File: config.mk
export PLATFORM = sky130hd
export DESIGN_NAME = comp_1bit
export DESIGN_NICKNAME = d
export VERILOG_FILES = /design/src/rtl/cmp_pkg.sv /design/src/rtl/comp_1bit_sat_counter.sv /design/src/rtl/comp_1bit.sv
export SDC_FILE = /design/constraint.sdc
export NUM_CORES = 1
export LEC_CHECK = 0
export ABC_CLOCK_PERIOD_IN_PS = 4100
export CORE_MARGIN = 4
export CORE_UTILIZATION = 54
export CTS_CLUSTER_DIAMETER = 80
export DETAILED_ROUTE_END_ITERATION = 7
export PLACE_DENSITY = 0.84
export SETUP_SLACK_MARGIN = 0.2
export SYNTH_ARGS = -nofsm -noshare
export SYNTH_HDL_FRONTEND = slang
export SYNTH_SLANG_ARGS = --single-unit
File: constraint.sdc
create_clock -name clk -period 4.1 [get_ports clk]
set_input_delay 0.41 -clock clk [delete_from_list [all_inputs] [get_ports clk]]
set_output_delay 0.41 -clock clk [all_outputs]
set_load 0.02 [all_outputs]
File: src/rtl/cmp_pkg.sv
// Shared definitions for the registered magnitude comparator: outcome encoding
// and the saturating increment used by its event counters.
package cmp_pkg;

   typedef enum logic [1:0] {
      OUT_GT = 2'd0,
      OUT_EQ = 2'd1,
      OUT_LT = 2'd2
   } outcome_t;

   // Holds at max_val instead of wrapping; callers pass their own all-ones limit.
   function automatic logic [31:0] sat_inc(input logic [31:0] val,
                                           input logic [31:0] max_val);
      return (val >= max_val) ? val : val + 32'd1;
   endfunction

endpackage

File: src/rtl/comp_1bit_sat_counter.sv
// Saturating event counter: increments on inc, sticks at all-ones, clears on rst.
module sat_counter
   import cmp_pkg::*;
#(
   parameter int CNT_W = 16
) (
   input  logic             clk,
   input  logic             rst,
   input  logic             inc,
   output logic [CNT_W-1:0] count
);

   localparam logic [31:0] CNT_MAX = 32'((64'd1 << CNT_W) - 64'd1);

   logic [CNT_W-1:0] count_nxt;

   assign count_nxt = CNT_W'(sat_inc(32'(count), CNT_MAX));

   always_ff @(posedge clk) begin
      if (rst) begin
         count <= '0;
      end else if (inc) begin
         count <= count_nxt;
      end
   end

endmodule

File: src/rtl/comp_1bit.sv
// Registered magnitude comparator with one-hot g/e/l flags, a valid flag and
// saturating per-outcome event counters.
module comp_1bit
   import cmp_pkg::*;
#(
   parameter int WIDTH  = 1,
   parameter int SIGNED = 0,
   parameter int CNT_W  = 16
) (
   input  logic             clk,
   input  logic             rst,
   input  logic [WIDTH-1:0] a,
   input  logic [WIDTH-1:0] b,
   output logic             g,
   output logic             e,
   output logic             l,
   output logic             out_valid,
   output logic [CNT_W-1:0] gt_cnt,
   output logic [CNT_W-1:0] eq_cnt,
   output logic [CNT_W-1:0] lt_cnt
);

   // Widen by one bit so a single signed comparator covers both modes.
   logic signed [WIDTH:0] a_ext_p0;
   logic signed [WIDTH:0] b_ext_p0;
   outcome_t              outcome_p0;
   outcome_t              outcome_p1;
   logic                  vld_p1;

   assign a_ext_p0 = (SIGNED != 0) ? $signed({a[WIDTH-1], a}) : $signed({1'b0, a});
   assign b_ext_p0 = (SIGNED != 0) ? $signed({b[WIDTH-1], b}) : $signed({1'b0, b});

   always_comb begin
      outcome_p0 = OUT_EQ;
      if (a_ext_p0 > b_ext_p0) begin
         outcome_p0 = OUT_GT;
      end else if (a_ext_p0 < b_ext_p0) begin
         outcome_p0 = OUT_LT;
      end
   end

   // ---- p0 -> p1 ----
   always_ff @(posedge clk) begin
      if (rst) begin
         vld_p1 <= 1'b0;
      end else begin
         vld_p1 <= 1'b1;
      end
   end

   // Outcome needs no reset: every flag is qualified by vld_p1.
   always_ff @(posedge clk) begin
      outcome_p1 <= outcome_p0;
   end

   assign g         = vld_p1 && (outcome_p1 == OUT_GT);
   assign e         = vld_p1 && (outcome_p1 == OUT_EQ);
   assign l         = vld_p1 && (outcome_p1 == OUT_LT);
   assign out_valid = vld_p1;

   sat_counter #(.CNT_W(CNT_W)) u_gt_cnt (
      .clk   (clk),
      .rst   (rst),
      .inc   (outcome_p0 == OUT_GT),
      .count (gt_cnt)
   );

   sat_counter #(.CNT_W(CNT_W)) u_eq_cnt (
      .clk   (clk),
      .rst   (rst),
      .inc   (outcome_p0 == OUT_EQ),
      .count (eq_cnt)
   );

   sat_counter #(.CNT_W(CNT_W)) u_lt_cnt (
      .clk   (clk),
      .rst   (rst),
      .inc   (outcome_p0 == OUT_LT),
      .count (lt_cnt)
   );

endmodule

== Yosys cells after proc, flatten, opt, wreduce, memory -nomap -nowiden ==
Index checks and enable logic that the tools add are counted.

* Flip-flop bits (word level): 51
* Output and inout port bits: 52
* Logic and storage cells: 31

* Add/sub/neg operators: 3
* Magnitude comparators: 5
* Equality and inequality tests: 4
* Mux-type cells: 3
* Bitwise operators: 3
* Reduce and logical (&&, ||, !) cells: 8

{| class="wikitable"
|+ Operator list
! cell !! number
|-
| $add 16x1->16 const B || 3
|-
| $ge 16x16->1 const B || 3
|-
| $reduce_and 2->1 || 3
|-
| $eq 2x1->1 const B || 2
|-
| $eq 2x2->1 const B || 2
|-
| $logic_not 2->1 || 2
|-
| $mux 2 || 2
|-
| $logic_and 1x1->1 || 3
|-
| $not 1->1 || 3
|-
| $gt 1x1->1 || 1
|-
| $lt 1x1->1 || 1
|-
| $mux 1 || 1
|}

== Longest topological paths before layout ==
* Word-level depth: 5
* Depth in mapped cells: 7
* Mapped depth without buffers: 6

== Cells and area by module ==
From an unflattened synthesis, not the netlist that was laid out.

* Cells, all modules: 296
* Area, all modules: 2720.1 µm²

{| class="wikitable"
|+ Modules (own cells, without submodules)
! module !! instances !! cells an instance !! area each (µm²)
|-
| sat_counter || 3 || 95 || 864.6
|-
| comp_1bit || 1 || 11 || 126.4
|}

== Worst setup path after synthesis ==
No wires, ideal clock.

* Kind: input -> register
* Start point: input a
* End point: register u_eq_cnt.count[13]
* Arrival time: 1.750 ns
* Required time: 3.985 ns
* Slack: 2.236 ns
* Cell stages on the path: 6
* Buffers on the path: 0
* Path through: inv_1 -> ha_1 -> nand3_1 -> or3_1 -> o31a_1 -> o21a_1

* Cells in the longest elaborated chain, start to end: 5
* Elaborated cells between the ends (all ways): 6
* Classes of those cells: order compare: 2; eq/ne: 1; mux: 2; reduce/logical: 1

{| class="wikitable"
|+ Ends and longest elaborated chain
! element !! RTL line !! source
|-
| start: declaration || comp_1bit.sv:12 || <nowiki>input logic [WIDTH-1:0] a,</nowiki>
|-
| $lt 1x1->1 || comp_1bit.sv:37 || <nowiki>end else if (a_ext_p0 < b_ext_p0) begin</nowiki>
|-
| $mux 2 || comp_1bit.sv:37 ||
|-
| $mux 2 (*) || comp_1bit.sv:35 || <nowiki>if (a_ext_p0 > b_ext_p0) begin</nowiki>
|-
| named net outcome_p0[0] || comp_1bit.sv:26 || <nowiki>outcome_t outcome_p0;</nowiki>
|-
| $eq 2x1->1 (*) || comp_1bit.sv:71 || <nowiki>.inc (outcome_p0 == OUT_EQ),</nowiki>
|-
| $reduce_and 2->1 (no source line) (*) || -- ||
|-
| end signal: assignment || comp_1bit_sat_counter.sv:23 || <nowiki>count <= count_nxt;</nowiki>
|-
| end: declaration || comp_1bit_sat_counter.sv:10 || <nowiki>output logic [CNT_W-1:0] count</nowiki>
|}

Mark *: on every way through the listed nets, which the timed path passes. The rest lies on a longest branch.
A chain may end at the register's enable or synchronous reset.

== Final worst setup path ==
* Start point: input a
* End point: register u_eq_cnt.count[15]

Same word-level chain as after synthesis.

==> flow_summary.toml <==
[floorplanning]
die_w_microns = 77.2
fp.dieH_microns = 77.2
ioPinCount = 56
core-area_sq_um = 4500
dieArea_sq_um = 5960
std_cell_rows = 24
floorplan.initialDensity_pct = 57.4

[pwr]
ir_worst_vdd_mv = 0.192
fin_total_pwr_mw = 0.951
p_sw_share_pct = 22.9
power_frac_seq_pct = 54.3
switchingPower_mw = 0.217
clockPowerShare_pct = 38.2
leakage_nw = 1.12
power_density_nw_per_um2 = 290
p_comb_share_pct = 7.5
internal-power_mw = 0.734

[logic_synthesis]
ys_ff_latch = 51
syn_nets = 322
netlist_top_cells_area = "dfxtp_1 (40%), a21oi_1 (4.5%), nand2_1 (4.1%), nor3_1 (3.7%), nand4_1 (3.6%)"
synth.distinct_cells = 47
yosys.area.top_type = "dfxtp_1"
synthCells = 312
yosys_warnings = 0
synth_top_area_share_pct = 39.5
synth_area_sq_um = 2580
synth.avg_cell_area_sq_um = 8.28
yosysSeqAreaShare_pct = 39.5

[clock_network]
h-tree-depth = 2
cts_resized = 0
cts_tree = "yes"
cts_hold_buf = 0
clkTransAtPathRegs_ns = 0.09
clock_tree.buffer_depth = 2
post-cts-setup-buffers = 0
cts.sinks = 51
clock_latency_ns = 0.30
cts_root_buffer = "clkbuf_8"
cts_buffers = 5

[final_layout]
fin_util_pct = 72.9
register_area_sq_um = 1020
syn2layout_area_growth_pct = 27.0
layoutNonFillerInstCount = 417
nets = 374
multi_input_area_sq_um = 1480
antenna_cells = 0
final_area_sq_um = 3280
layout-drive-gt1-share_pct = 4.93
nFillCells = 364

[worst_setup_path]
crit_start = "a"
crit_fanout = 6
ff2ff_path_depth = 4
critPathKind = "in -> reg"
cp.required_ns = 4.32
rrSetupSlack_ns = 2.14
crit_buf_inv = 2
worstSetupStartpointType = "input port"
r2r-start = "u_lt_cnt.count[12]"
slowest_delay_ns = 0.51
crit_end = "u_eq_cnt.count[15]"
timing.critical_path.cells = "clkdlybuf4s50_1 > inv_1 > ha_1 > nand3_1 > nor3_1 > a31oi_1 > a311oi_1"
path_delay_family = "simple AND/OR/NAND/NOR gates"
arrival_ns = 2.42
worstSetupEndpointType = "register"
r2r_end = "u_lt_cnt.count[0]"
cp.depth = 7
cpMaxStageDelayCell = "clkdlybuf4s50_1"

[route]
vias = 2569
ant_nets = 0
vias_per_cell = 6.16
avgRoutedWirePerCell_microns = 14.5
drc_errors = 0
routed_wl_mm = 6.07
drtIter0Drc = 164
drt_first_pass_iters = 4

[sta]
hold_violations = 0
whs_ns = 0.511
period_share_pct = 53.7
slew_headroom_pct = 48.8
drv_slew = 0
max_freq_mhz = 454
worst-slew-pin-transition_ns = 0.761
setup_viol = 0
min_period_ns = 2.20
rsz0062_at_grt = "no"
skew_ns = 0.00449
layout_setup_ws_ns = 1.90
setup_tns_ns = 0

[grt]
track_usage_pct = 21.0
grt_pass1_vias = 2367
grt_overflow = 0
grt_max_degree = 52
grt_first_pass_wirelength_mm = 10.6
antenna_found_initial = 0

[place]
io_buffers = 55
pre_cts_slack_ns = 1.59
dp.cells = 409
placed_cell_area_sq_um = 3160
post-dp-hpwl_mm = 4.38
place_congestion = 0.836

[min_path]
hold_path.class = "reg -> reg"
hp-start = "u_lt_cnt.count[1]"

[status]
status = "finished clean"

[job]
cap_violations = 0
-- layout make-up --
type                    instances  area share [%]
clock buffers                   6            2.52
inverters                      10            1.14
clock inverters                 2            1.07
well taps                      52            1.98
multi-input cells             239            44.9
flip-flops and latches         51            31.1
repair buffers                 57            17.2
-- worst min-delay path by stage --
stage,end,cells after the start
6_report,u_lt_cnt.count[1],2
5_1_grt,u_gt_cnt.count[15],2
4_1_cts,u_lt_cnt.count[1],2
3_5_place_dp,u_lt_cnt.count[1],2
3_3_place_gp,u_lt_cnt.count[1],2
2_1_floorplan,outcome_p1[1],1
-- worst reg2reg max path, delay by kind of cell (launching register included) --
family | cells | cell delay [ns]
and+or+nand+nor | 3 | 1.10
DFF | 1 | 0.45
muxes | 1 | 0.30
-- power groups by stage --
stage	registers, mW	logic (mW)	clock network, mW
floorplan	0.534	0.0339	0
global placement	0.527	0.0704	0
detailed placement	0.528	0.0723	0
CTS	0.516	0.0725	0.366
global route	0.518	0.0790	0.390
finish	0.516	0.0716	0.363
-- cell families after synthesis --
group,synth area share [%]
and+or+nand+nor,33.2
AOI/OAI and AO/OA,16.8
DFF,39.5
buffers and inverters,3.39
muxes,3.24
adders and majority gates,2.91
xor gates and xnor gates,1.02
-- Yosys cell counts (all sizes together) --
| master | count |
|---|---|
| o41ai | 4 |
| inv | 10 |
| and3 | 8 |
| and2 | 4 |
| nand2 | 28 |
| nor3 | 19 |
| nand4 | 17 |
| a41o | 1 |
| nor4b | 2 |
| buf | 6 |
| o311a | 1 |
| o31ai | 5 |
| clkbuf | 6 |
| nor2b | 3 |
| a311oi | 2 |
| o21ai | 16 |
| o21bai | 1 |
| xor2 | 2 |
| or4 | 4 |
| and4 | 7 |
| o21a | 1 |
| o211a | 1 |
| ha | 6 |
| dfxtp | 51 |
| nor4 | 7 |
| and3b | 1 |
| or3 | 15 |
| a41oi | 2 |
| a31oi | 4 |
| nor3b | 3 |
| xnor2 | 1 |
| o311ai | 3 |
| a211oi | 1 |
| nand3 | 12 |
| a21oi | 23 |
| o2111ai | 1 |
| mux2i | 5 |
| nor2 | 24 |
| mux2 | 3 |
| o31a | 1 |
| a2111oi | 1 |
-- metal layers --
metal	routed length, microns	track usage, %	part of all wire (%)
met5	0	0	0
met4	65	6.05	1.1
met3	279	3.51	4.6
met2	2850	34.7	47
met1	2870	28.0	47
-- placed cells by master, fill, tap and decap left out, types with 3 or more instances in the layout --
cell	instances
nor4_1	7
nor3_1	19
mux2i_1	5
dfxtp_1	51
and3_1	7
nand2_1	28
o21ai_0	16
o41ai_1	4
clkbuf_8	6
nor2_1	24
nor2b_1	3
a31oi_1	4
mux2_2	3
inv_1	10
o311ai_0	3
or4_1	4
clkdlybuf4s50_1	55
o31ai_1	5
a21oi_1	23
and4_1	7
nor3b_1	3
ha_1	6
nand3_1	12
or3_1	13
nand4_1	15
and2_1	4
-- registers in the layout, summed over array words and instances, names as in the netlist --
register,count
u_gt_cnt.count,16
out_valid,1
outcome_p1,2
u_lt_cnt.count,16
u_eq_cnt.count,16
No activity file was read; power rests on OpenSTA's default activity.
